<file path="src/rtl/reset_seq_pkg.sv">
// reset_seq_pkg: FSM state encoding and reset-cause bit positions shared with the
// microcontroller status register.
package reset_seq_pkg;

    typedef enum logic [2:0] {
        ST_ASSERT,
        ST_WAIT_LOCK,
        ST_HOLD,
        ST_RELEASE,
        ST_RUN
    } state_t;

    localparam int CAUSE_POR  = 0;
    localparam int CAUSE_LOCK = 1;
    localparam int CAUSE_EXT  = 2;
    localparam int CAUSE_SW   = 3;
    localparam int CAUSE_W    = 4;

    function automatic int max3(input int a, input int b, input int c);
        int m;
        m = a > b ? a : b;
        return m > c ? m : c;
    endfunction

    function automatic logic [CAUSE_W-1:0] cause_bits(input logic lock_lost, input logic ext, input logic sw);
        logic [CAUSE_W-1:0] c;
        c = '0;
        c[CAUSE_LOCK] = lock_lost;
        c[CAUSE_EXT]  = ext;
        c[CAUSE_SW]   = sw;
        return c;
    endfunction

endpackage

</file>
<file path="src/rtl/synchronizer.sv">
// synchronizer: DEPTH-stage flop chain bringing an asynchronous level into the clk domain.
module synchronizer #(
    parameter int   DEPTH     = 2,
    parameter logic RESET_VAL = 1'b0
) (
    input  logic clk,
    input  logic reset,
    input  logic d,
    output logic q
);

    logic [DEPTH-1:0] ff;

    always_ff @(posedge clk or posedge reset) begin
        if (reset) ff <= {DEPTH{RESET_VAL}};
        else ff <= {ff[DEPTH-2:0], d};
    end

    assign q = ff[DEPTH-1];

endmodule

</file>
<file path="src/rtl/reset_sequencer.sv">
// reset_sequencer: qualifies PLL lock and the reset button, stretches reset, releases
// domains in staged order and keeps a sticky record of what caused the last reset.
module reset_sequencer
    import reset_seq_pkg::*;
#(
    parameter int SYNC_STAGES = 2,
    parameter int NUM_DOMAINS = 3,
    parameter int LOCK_FILTER = 8,
    parameter int HOLD_CYCLES = 1024,
    parameter int STAGE_GAP   = 16
) (
    input  logic                   clk,
    input  logic                   reset,
    input  logic                   pll_locked,
    input  logic                   ext_rst_n,
    input  logic                   sw_reset_req,
    input  logic                   cause_clear,
    output logic [NUM_DOMAINS-1:0] domain_rst,
    output logic                   all_released,
    output logic [CAUSE_W-1:0]     reset_cause
);

    localparam int CW = $clog2(max3(LOCK_FILTER, HOLD_CYCLES, STAGE_GAP) + 1);
    localparam int IW = NUM_DOMAINS > 1 ? $clog2(NUM_DOMAINS) : 1;
    localparam logic [CW-1:0] FILTER_END = CW'(LOCK_FILTER);
    localparam logic [CW-1:0] HOLD_END   = CW'(HOLD_CYCLES);
    localparam logic [CW-1:0] GAP_END    = CW'(STAGE_GAP - 1);
    localparam logic [IW-1:0] LAST_IDX   = IW'(NUM_DOMAINS - 1);

    state_t             state;
    logic [CW-1:0]      cnt;
    logic [IW-1:0]      idx;
    logic               lock_s;
    logic               btn_s;
    logic               ok;
    logic [CAUSE_W-1:0] cause_set;

    synchronizer #(.DEPTH(SYNC_STAGES), .RESET_VAL(1'b0)) u_lock_sync (
        .clk  (clk),
        .reset(reset),
        .d    (pll_locked),
        .q    (lock_s)
    );

    synchronizer #(.DEPTH(SYNC_STAGES), .RESET_VAL(1'b1)) u_btn_sync (
        .clk  (clk),
        .reset(reset),
        .d    (ext_rst_n),
        .q    (btn_s)
    );

    assign ok = lock_s && btn_s;
    // Faults only count as causes once qualification has passed; WAIT_LOCK just restarts its filter.
    assign cause_set = (state == ST_HOLD || state == ST_RELEASE || state == ST_RUN)
                     ? cause_bits(!lock_s, !btn_s, state == ST_RUN && sw_reset_req) : '0;

    always_ff @(posedge clk or posedge reset) begin
        if (reset) begin
            state        <= ST_ASSERT;
            cnt          <= '0;
            idx          <= '0;
            domain_rst   <= '1;
            all_released <= 1'b0;
            reset_cause  <= CAUSE_W'(1) << CAUSE_POR;
        end else begin
            reset_cause <= (cause_clear ? '0 : reset_cause) | cause_set;
            case (state)
                ST_ASSERT: begin
                    state <= ST_WAIT_LOCK;
                    cnt   <= ok ? CW'(1) : '0;
                end
                ST_WAIT_LOCK: begin
                    if (!ok) cnt <= '0;
                    else if (cnt == FILTER_END) begin
                        state <= ST_HOLD;
                        cnt   <= '0;
                    end else cnt <= cnt + 1'b1;
                end
                ST_HOLD: begin
                    if (!ok) begin
                        state <= ST_WAIT_LOCK;
                        cnt   <= '0;
                    end else if (cnt == HOLD_END) begin
                        cnt           <= '0;
                        domain_rst[0] <= 1'b0;
                        if (NUM_DOMAINS == 1) begin
                            state        <= ST_RUN;
                            all_released <= 1'b1;
                        end else begin
                            state <= ST_RELEASE;
                            idx   <= IW'(1);
                        end
                    end else cnt <= cnt + 1'b1;
                end
                ST_RELEASE: begin
                    if (!ok) begin
                        state      <= ST_WAIT_LOCK;
                        cnt        <= '0;
                        idx        <= '0;
                        domain_rst <= '1;
                    end else if (cnt == GAP_END) begin
                        cnt             <= '0;
                        domain_rst[idx] <= 1'b0;
                        idx             <= idx == LAST_IDX ? '0 : idx + 1'b1;
                        if (idx == LAST_IDX) begin
                            state        <= ST_RUN;
                            all_released <= 1'b1;
                        end
                    end else cnt <= cnt + 1'b1;
                end
                ST_RUN: begin
                    if (|cause_set) begin
                        state        <= ST_ASSERT;
                        cnt          <= '0;
                        idx          <= '0;
                        domain_rst   <= '1;
                        all_released <= 1'b0;
                    end
                end
                default: begin
                    state      <= ST_ASSERT;
                    domain_rst <= '1;
                end
            endcase
        end
    end

endmodule

</file>
<file path="config.mk">
export PLATFORM = sky130hd
export DESIGN_NAME = reset_sequencer
export DESIGN_NICKNAME = d
export VERILOG_FILES = /design/src/rtl/reset_seq_pkg.sv /design/src/rtl/synchronizer.sv /design/src/rtl/reset_sequencer.sv
export SDC_FILE = /design/constraint.sdc
export NUM_CORES = 1
export LEC_CHECK = 0
export BUFFER_PORTS_ARGS = -buffer_cell sky130_fd_sc_hd__buf_2
export CAP_MARGIN = 20
export CORE_ASPECT_RATIO = 0.5
export CORE_MARGIN = 3
export CORE_UTILIZATION = 58
export DETAILED_ROUTE_END_ITERATION = 6
export PLACE_DENSITY = 0.88
export RECOVER_POWER = 50
export SLEW_MARGIN = 20
export SYNTH_ARGS = -nofsm -noshare
export SYNTH_HDL_FRONTEND = slang
export SYNTH_HIERARCHICAL = 1
export SYNTH_SLANG_ARGS = --single-unit
</file>
<file path="constraint.sdc">
create_clock -name clk -period 2.6 [get_ports clk]
set_input_delay 0.52 -clock clk [delete_from_list [all_inputs] [get_ports clk]]
set_output_delay 0.52 -clock clk [all_outputs]
set_load 0.005 [all_outputs]
</file>
==> flow_summary.toml, run 1 <==
[run_status]
outcome = "complete, no violations"

[finish]
nNetsFinal = 193
n_fill_cell = 173
fin_util = 0.758
final_cell_count_no_fill = 219
multi_input_comb_area_um2 = 862
area.sequential_um2 = 708
diodes = 0
most-common-layout-cells = "22 x sky130_fd_sc_hd__dfrtp_1, 15 x sky130_fd_sc_hd__nor3_1, 13 x sky130_fd_sc_hd__nand2_1"
syn_to_final_growth_pct = 13.2
layout.cell_area.non_filler_um2 = 1830
post_route_cells_drive_above_1_share = 0.250
layout.cells.most_common = "sky130_fd_sc_hd__dfrtp_1"

[detailed_routing]
drt_pass1_iterations = 4
avgRoutedWirePerCell_um = 15.6
drcViolationCount = 0
total_met2_wirelength_after_detailed_routing_um = 1590
drtIter0Drc = 149
detail_route.vias_per_cell = 6.22
postRouteAntennaNets = 0
detail_route.wirelength_um = 3410
met3_length_um = 215
highest_layer = "met4"
vias = 1363
m1WireLength_um = 1600

[setup_path]
reg_to_reg_setup_timing_slack_ns = 0.19
worstReg2RegStart = "cnt[0]"
regToRegEndpoint = "idx[1]"
critical-path-max-stage-delay_ns = 0.67
critPathRequiredTime_ns = 2.77
worstPathBufferInverterCount = 1
worstSetupEndpointType = "flip-flop"
arrival_ns = 2.58
timing.critical_path.slowest_stage_cell = "sky130_fd_sc_hd__or4b_2"
worstRegToRegCells = 7
cp_max_fo = 7
critPathTopFamily = "simple AND/OR/NAND/NOR gates"
crit_path_start_kind = "flip-flop"
timing.critical_path.cells = "inv_1 -> ha_1 -> or4b_2 -> nor4_2 -> a21oi_1 -> and2b_1 -> mux2_2"
criticalPathCategory = "reg -> reg"

[power_and_ir_drop]
leakagePower_nw = 0.752
power.share.clock = 0.228
power_switching_share = 0.332
p_per_area_nw_per_um2 = 813
netSwitchingPower_uw = 495
register_share_of_total_power = 0.399
peakVddDrop_mv = 0.446
finalPower_mw = 1.49
cell_internal_pwr_uw = 995
comb_power_share = 0.373

[floorplanning]
start_util = 0.669
rows = 12
fp.dieArea_um2 = 3500
die_w_um = 80.7
floorplan.io_pins = 14
core_um2 = 2420
dieHeight_um = 43.3

[sta]
slew-limit-headroom = 0.401
hold-worst-slack_ns = 0.0880
finalWorstPathRequiredPeriod_ns = 2.41
timing.clock.skew_ns = 0.00645
timing.final.max_slew_violations = 0
fin_tns_setup_ns = 0
timing.fmax_ghz = 0.415
setup-violations-final = 0
final-hold-violation-count = 0
crit_share_post_route = 0.927
max_slew.worst_pin.slew_ns = 0.897
timing.final.ws_setup_ns = 0.191
grt_setup_unrepaired = "false"

[grt]
grtUsageTotal = 0.221
grt_first_pass_wirelength_um = 6000
antenna_found_initial = 0
grt_pass1_vias = 1295
grt_max_degree = 25
gr-total-overflow = 0

[placement]
detailed_place.area_um2 = 1760
dpl.hpwl_um = 2420
placement.io_buffers = 13
dp.cells = 215
preCtsSetupSlack_ns = 0.0946
routabilityCongestion = 0.907

[logic_synthesis]
synth_async_sr_flop_share = 1.00
synthesis.instances = 167
yosysSeqAreaShare = 0.438
synth-edff-count = 0
synth_cell_types = 54
synth.ff_latch_count = 28
synth.net_count = 175
syn-cell-area_um2 = 1620
dominantRegCellSynth = "sky130_fd_sc_hd__dfrtp_1"
syn_area_per_cell_um2 = 9.69
ys_warn_count = 6

[clocking]
postCtsSetupBuffers = 0
cts-buffers-inserted = 3
clock_tree_from_tritoncts = "done"
clock_sink_count = 28
clkSlewWorstSetupHoldPaths_ns = 0.10
clock_tree.htree_level_count = 1
clk_latency_ns = 0.27
clock_path_buffers = 2
cts-root-buf = "sky130_fd_sc_hd__clkbuf_8"
cts_hold_repair.buffers = 0

[hold_path]
timing.hold.worst.class = "in -> async"

[job]
cap_violations = 0
-- layout make-up --
type | instances | area share
Clock buffer | 3 | 0.0225
Clock inverter | 1 | 0.0164
Inverter | 6 | 0.0123
Multi-Input combinational cell | 125 | 0.471
Sequential cell | 28 | 0.387
Tap cell | 35 | 0.0239
Timing Repair Buffer | 21 | 0.0676
-- cells in the mapped netlist, types with 2 or more instances --
cell                         n  area share
sky130_fd_sc_hd__dfrtp_1    22        0.34
sky130_fd_sc_hd__nor2b_1     3       0.012
sky130_fd_sc_hd__a21oi_1     9       0.028
sky130_fd_sc_hd__or2_2       3       0.012
sky130_fd_sc_hd__o2bb2ai_1   3       0.016
sky130_fd_sc_hd__dfstp_2     6       0.097
sky130_fd_sc_hd__o21ai_0     3      0.0093
sky130_fd_sc_hd__nor3b_1     4       0.019
sky130_fd_sc_hd__a21o_1      4       0.019
sky130_fd_sc_hd__ha_1        2       0.015
sky130_fd_sc_hd__nor4_1      3       0.012
sky130_fd_sc_hd__nand2_1    13       0.030
sky130_fd_sc_hd__nand2b_1    3       0.012
sky130_fd_sc_hd__nand3b_1    2      0.0093
sky130_fd_sc_hd__clkbuf_1    6       0.014
sky130_fd_sc_hd__o21a_1      2      0.0093
sky130_fd_sc_hd__xnor2_1     6       0.032
sky130_fd_sc_hd__nor2_1     10       0.023
sky130_fd_sc_hd__o31ai_1     2      0.0093
sky130_fd_sc_hd__o311ai_0    2       0.011
sky130_fd_sc_hd__nor3_1     15       0.046
sky130_fd_sc_hd__or4_1       2      0.0093
sky130_fd_sc_hd__a31oi_1     2      0.0077
sky130_fd_sc_hd__inv_1       6       0.014
sky130_fd_sc_hd__nand3_1     5       0.015
-- power by group through the flow --
stage,clock network [mW],logic (mW),registers [mW]
global placement,0,0.530,0.600
CTS,0.346,0.552,0.593
detailed placement,0,0.543,0.602
global route,0.367,0.619,0.608
finish,0.340,0.556,0.594
floorplan,0,0.405,0.576
-- state kept, by name, summed over array words and instances (netlist names) --
| signal | flops |
|---|---|
| reset_cause | 4 |
| u_lock_sync/ff | 2 |
| u_btn_sync/ff | 2 |
| idx | 2 |
| domain_rst | 3 |
| all_released | 1 |
| cnt | 11 |
| state | 3 |
-- metal layers --
| layer | up-vias | GRT usage |
|---|---|---|
| li1 | 655 | - |
| met1 | 664 | 0.286 |
| met2 | 42 | 0.383 |
| met3 | 2 | 0.0643 |
| met4 | 0 | 0.0269 |
| met5 | - | 0 |
-- how the worst max path moves through the flow --
stage / end / slack, ns / startpoint / depth (start not counted)
2_1_floorplan: idx[1] / 0.35 / cnt[0] / 7
3_3_place_gp: idx[1] / 0.18 / cnt[0] / 7
3_5_place_dp: idx[1] / 0.09 / cnt[0] / 7
4_1_cts: idx[1] / 0.07 / cnt[0] / 7
5_1_grt: idx[1] / 0.06 / cnt[0] / 7
6_report: idx[1] / 0.19 / cnt[0] / 7
-- cell families after synthesis --
kind of cell,Yosys count,share of synthesized area
xor+xnor,6,0.0325
compound gates,39,0.182
buf+inv,14,0.0332
mux,3,0.0224
simple gates,75,0.277
flops,28,0.438
fa+ha+maj,2,0.0155
-- repair_timing --
| action | in CTS | in global routing |
|---|---|---|
| resized for setup | 0 | 1 |
| endpoints found under the setup margin | 0 | 1 |
| endpoints found under the hold margin | 0 | 0 |
(Power assumes the default switching activity.)
==> inputs of run 2 (changes only) <==
CELL_PAD_IN_SITES_DETAIL_PLACEMENT = 0   (was not set)
CELL_PAD_IN_SITES_GLOBAL_PLACEMENT = 1   (was not set)
CORE_UTILIZATION = 45   (was 58)
PLACE_DENSITY = 0.87   (was 0.88)
==> flow_summary.toml, run 2 (synthesis results as in run 1) <==
[run_status]
outcome = "complete, no violations"

[finish]
n_fill_cell = 289
fin_util = 0.575
layout.cell_area.non_filler_um2 = 1840
largest_registers_ranked_by_flip_flop_count = "cnt (11), reset_cause (4)"
syn_to_final_growth_pct = 14.0
final_cell_count_no_fill = 235
post_route_cells_drive_above_1_share = 0.251
layout.cells.most_common = "sky130_fd_sc_hd__dfrtp_1"
diodes = 0
most-common-layout-cells = "22 x sky130_fd_sc_hd__dfrtp_1, 15 x sky130_fd_sc_hd__nor3_1, 13 x sky130_fd_sc_hd__nand2_1"
nNetsFinal = 196
largest_register_ff_count = 11
top_register = "cnt"
area.sequential_um2 = 708
multi_input_comb_area_um2 = 856

[power_and_ir_drop]
p_per_area_nw_per_um2 = 770
leakagePower_nw = 0.758
peakVddDrop_mv = 0.240

[sta]
crit_share_post_route = 0.921
final-hold-violation-count = 0
setup-violations-final = 0
timing.fmax_ghz = 0.418
fin_tns_setup_ns = 0
finalWorstPathRequiredPeriod_ns = 2.39
slew-limit-headroom = 0.561
grt_setup_unrepaired = "false"
max_slew.worst_pin.slew_ns = 0.659
timing.clock.skew_ns = 0.00301
timing.final.max_slew_violations = 0

[setup_path]
crit_path_start_kind = "flip-flop"
worstSetupEndpointType = "flip-flop"
arrival_ns = 2.56
criticalPathCategory = "reg -> reg"
cp.depth = 7
critPathTopFamily = "simple AND/OR/NAND/NOR gates"
cp_max_fo = 5
cp-endpoint = "idx[1]"
regToRegEndpoint = "idx[1]"
critPathRequiredTime_ns = 2.77
worstPathBufferInverterCount = 1
worstRegToRegCells = 7
timing.critical_path.cells = "inv_1 -> ha_1 -> or4b_2 -> nor4_1 -> a21oi_1 -> and2b_1 -> mux2_2"
timing.critical_path.from = "cnt[1]"
reg_to_reg_setup_timing_slack_ns = 0.21
worstReg2RegStart = "cnt[1]"
critical-path-max-stage-delay_ns = 0.65
timing.critical_path.slowest_stage_cell = "sky130_fd_sc_hd__or4b_2"

[clocking]
clkSlewWorstSetupHoldPaths_ns = 0.09
clock_tree.htree_level_count = 1
clock_path_buffers = 2
clock_tree_from_tritoncts = "done"
cts-buffers-inserted = 3
cts_resized = 0
cts_hold_repair.buffers = 0
clk_latency_ns = 0.28
postCtsSetupBuffers = 0
cts-root-buf = "sky130_fd_sc_hd__clkbuf_8"
clock_sink_count = 28

[floorplanning]
core_um2 = 3210
start_util = 0.505
dieHeight_um = 48.4
rows = 14
fp.dieArea_um2 = 4390
die_w_um = 90.8
floorplan.io_pins = 14

[placement]
dp.cells = 231
detailed_place.area_um2 = 1790
routabilityCongestion = 0.840
placement.io_buffers = 13
dpl.hpwl_um = 2580

[detailed_routing]
drcViolationCount = 0
drt_pass1_iterations = 7
detail_route.vias_per_cell = 5.67
drtIter0Drc = 104
postRouteAntennaNets = 0
vias = 1333
avgRoutedWirePerCell_um = 14.9
detail_route.wirelength_um = 3500

[grt]
gr-total-overflow = 0
grtUsageTotal = 0.168
grt_first_pass_wirelength_um = 6020
grt_pass1_vias = 1238
grt_max_degree = 16
antenna_found_initial = 0

[hold_path]
timing.hold.worst.class = "in -> async"

[job]
cap_violations = 0
==> run 2: worst reg2reg max path, stage by stage, from the launching register on <==
cell and delay, ns:
sky130_fd_sc_hd__dfrtp_1 0.42, sky130_fd_sc_hd__inv_1 0.07, sky130_fd_sc_hd__ha_1 0.14, sky130_fd_sc_hd__or4b_2 0.65, sky130_fd_sc_hd__nor4_1 0.34, sky130_fd_sc_hd__a21oi_1 0.11
sky130_fd_sc_hd__and2b_1 0.23, sky130_fd_sc_hd__mux2_2 0.33
==> run 2: power by group <==
group	switching (mW)	internal (mW)
sequential	0.0542	0.522
combinational	0.304	0.272
clock	0.132	0.136
==> run 2: routing by layer <==
metal	global-route usage	vias up	wire length [um]
met5	0	-	0
met4	0.0375	0	27
met3	0.0480	4	129
met2	0.240	31	1500
met1	0.251	643	1840
li1	-	655	-
==> run 2: final cells by class <==
cell class                      instances  area share
Multi-Input combinational cell        125       0.464
Sequential cell                        28       0.384
Clock buffer                            4      0.0299
Inverter                                6      0.0122
Tap cell                               48      0.0326
Timing Repair Buffer                   24      0.0773
==> run 2: metrics by stage <==
step / hold slack, ns / setup slack, ns / power, mW
after CTS: 0.112 / 0.211 / 1.43
final: 0.113 / 0.206 / 1.42
after global routing: 0.121 / 0.0867 / 1.52
after detailed placement: 0.342 / 0.231 / 1.15
after floorplan: 0.261 / 0.349 / 0.981
after global placement: 0.335 / 0.297 / 1.15
==> run 2: worst min path at each step <==
| stage | from | to | depth (start not counted) |
|---|---|---|---|
| 2_1_floorplan | reset | u_lock_sync/ff[0] | 1 |
| 3_3_place_gp | u_lock_sync/ff[0] | u_lock_sync/ff[1] | 0 |
| 3_5_place_dp | u_lock_sync/ff[0] | u_lock_sync/ff[1] | 0 |
| 4_1_cts | reset | u_lock_sync/ff[1] | 2 |
| 5_1_grt | reset | u_lock_sync/ff[1] | 2 |
| 6_report | reset | u_lock_sync/ff[1] | 2 |
==> inputs of run 3 (changes only) <==
ABC_AREA = 1   (was not set)
CORE_UTILIZATION = 43   (was 45)
PLACE_DENSITY = 0.88   (was 0.87)
==> flow_summary.toml, run 3 <==
[floorplanning]
fp.dieArea_um2 = 4390
dieHeight_um = 48.4
core_um2 = 3210
start_util = 0.481
die_w_um = 90.7
floorplan.io_pins = 14
rows = 14

[grt]
grtUsageTotal = 0.153
gr-total-overflow = 0
grt_max_degree = 25
antenna_found_initial = 0
grt_pass1_vias = 1181
grt_first_pass_wirelength_um = 5520

[detailed_routing]
drtIter0Drc = 81
postRouteAntennaNets = 0
detail_route.vias_per_cell = 4.89
detail_route.wirelength_um = 3170
drt_pass1_iterations = 4
drcViolationCount = 0
avgRoutedWirePerCell_um = 11.7
vias = 1326

[sta]
timing.clock.skew_ns = 0.00160
final-hold-violation-count = 0
setup-violations-final = 0
slew-limit-headroom = 0.0956
max_slew.worst_pin.slew_ns = 1.36
timing.fmax_ghz = 0.547
fin_tns_setup_ns = 0
grt_setup_unrepaired = "false"
timing.final.max_slew_violations = 0
finalWorstPathRequiredPeriod_ns = 1.83
crit_share_post_route = 0.703

[logic_synthesis]
synth-edff-count = 0
syn_area_per_cell_um2 = 7.49
synthesis.instances = 206
synth_async_sr_flop_share = 1.00
synth.net_count = 214
ys_warn_count = 6
synth_common_cells = "54 x sky130_fd_sc_hd__nand2_1, 28 x sky130_fd_sc_hd__inv_1, 26 x sky130_fd_sc_hd__nor2_1, 22 x sky130_fd_sc_hd__dfrtp_1, 16 x sky130_fd_sc_hd__nand3_1"
yosysTopAreaCellShare = 0.357
synth_cell_types = 27
dominantRegCellSynth = "sky130_fd_sc_hd__dfrtp_1"
synth.ff_latch_count = 28
synthTopCellsByArea = "sky130_fd_sc_hd__dfrtp_1 36%, sky130_fd_sc_hd__nand2_1 13%, sky130_fd_sc_hd__dfstp_2 10%"
syn-cell-area_um2 = 1540
yosysSeqAreaShare = 0.459
post-synth-top-area-cell = "sky130_fd_sc_hd__dfrtp_1"
synthMostInstantiatedCell = "sky130_fd_sc_hd__nand2_1"

[setup_path]
critPathRequiredTime_ns = 2.81
criticalPathCategory = "reg -> reg"
worstSetupEndpointType = "flip-flop"
cp_max_fo = 13
crit_path_start_kind = "flip-flop"
arrival_ns = 2.04

[clocking]
cts-root-buf = "sky130_fd_sc_hd__clkbuf_8"
clock_tree_from_tritoncts = "done"
clkSlewWorstSetupHoldPaths_ns = 0.10
clock_path_buffers = 2
clock_tree.htree_level_count = 1
clk_latency_ns = 0.27
cts_hold_repair.buffers = 0
cts-buffers-inserted = 3
postCtsSetupBuffers = 0
cts_resized = 0
clock_sink_count = 28

[finish]
post_route_cells_drive_above_1_share = 0.139
fin_util = 0.543
syn_to_final_growth_pct = 12.8
top_register = "cnt"
largest_register_ff_count = 11
most-common-layout-cells = "54 x sky130_fd_sc_hd__nand2_1, 28 x sky130_fd_sc_hd__inv_1, 26 x sky130_fd_sc_hd__nor2_1"
layout.cells.most_common = "sky130_fd_sc_hd__nand2_1"
diodes = 0
nNetsFinal = 232
largest_registers_ranked_by_flip_flop_count = "cnt (11), reset_cause (4)"
n_fill_cell = 309

[power_and_ir_drop]
leakagePower_nw = 0.841
register_share_of_total_power = 0.424
p_per_area_nw_per_um2 = 815
peakVddDrop_mv = 0.488
comb_power_share = 0.332
power_switching_share = 0.360
netSwitchingPower_uw = 510
power.share.clock = 0.244
cell_internal_pwr_uw = 908

[run_status]
outcome = "complete, no violations"

[job]
cap_violations = 0

[hold_path]
timing.hold.worst.class = "in -> async"

[placement]
routabilityCongestion = 0.873
placement.io_buffers = 13
dpl.hpwl_um = 2380
[run 3: cell count changes in the layout (fill, tap and decap cells not counted), moves of 7 or more]
cell,change
sky130_fd_sc_hd__o21ai_0,+7
sky130_fd_sc_hd__nor2_1,+16
sky130_fd_sc_hd__nand3_1,+11
sky130_fd_sc_hd__nand2_1,+41
sky130_fd_sc_hd__nor3_1,-14
sky130_fd_sc_hd__buf_4,-9
sky130_fd_sc_hd__inv_1,+22
[run 3: final cells by class]
class                      instances  area, um2  area share
clock buffer                       3       41.3      0.0237
inverter                          30        113      0.0647
sequential                        28        708       0.407
tap                               48       60.1      0.0345
clock inverter                     1       30.0      0.0173
multi-input combinational        146        713       0.410
timing repair buffer              15       75.1      0.0431
[run 3: final timing paths]
path                                  start           endpoint  slack [ns]  cells past startpoint
max                        u_btn_sync/ff[1]             cnt[3]        0.77                      9
min                                   reset  u_lock_sync/ff[0]        0.08                      2
max reg2reg                u_btn_sync/ff[1]             cnt[3]        0.77                      9
min reg2reg                u_btn_sync/ff[0]   u_btn_sync/ff[1]        0.36                      0
max in group asynchronous             reset             cnt[3]        1.12                      3
min in group clk                  ext_rst_n   u_btn_sync/ff[0]        0.33                      1
[run 3: power groups by stage]
stage	registers [mW]	clock network [mW]	logic, mW
2_1_floorplan	0.601	0	0.342
3_3_place_gp	0.609	0	0.463
3_5_place_dp	0.609	0	0.467
4_1_cts	0.602	0.353	0.470
5_1_grt	0.617	0.384	0.544
6_report	0.602	0.346	0.470
[run 3: metal layers]
metal	global-route usage	vias to the layer above	part of all wire
li1	-	693	-
met1	0.228	600	0.53
met2	0.234	31	0.41
met3	0.0418	2	0.053
met4	0.00761	0	0.0019
met5	0	-	0
[run 3: stage by stage]
step	std cells	cell area, um2	hold slack (ns)	setup WS, ns	total power [mW]
CTS	271	1750	0.0848	0.750	1.43
floorplan	206	1540	0.261	1.11	0.943
global route	271	1740	0.0733	0.530	1.55
finish	271	1740	0.0818	0.772	1.42
global placement	267	1670	0.340	0.803	1.07
detailed placement	267	1670	0.344	0.781	1.08
[run 3: cells by family (layout without fill, tap and decap cells)]
family	count (synthesis)	count (layout)	share of synthesized area
AO/OA/AOI/OAI	32	32	0.125
XOR/XNOR	6	6	0.0341
adder cells (fa/ha/maj)	2	2	0.0162
buffers and inverters	32	49	0.0787
flip-flops	28	28	0.459
AND/OR/NAND/NOR	106	106	0.287
[run 3: critical path, stage by stage (launching register included)]
cell and delay [ns]:
sky130_fd_sc_hd__dfstp_2 0.54, sky130_fd_sc_hd__nand2_1 0.06, sky130_fd_sc_hd__inv_1 0.16, sky130_fd_sc_hd__nand2_1 0.10, sky130_fd_sc_hd__nand2_1 0.07, sky130_fd_sc_hd__nand2_1 0.25
sky130_fd_sc_hd__inv_1 0.27, sky130_fd_sc_hd__nor2_1 0.07, sky130_fd_sc_hd__xor2_1 0.14, sky130_fd_sc_hd__a21oi_1 0.11
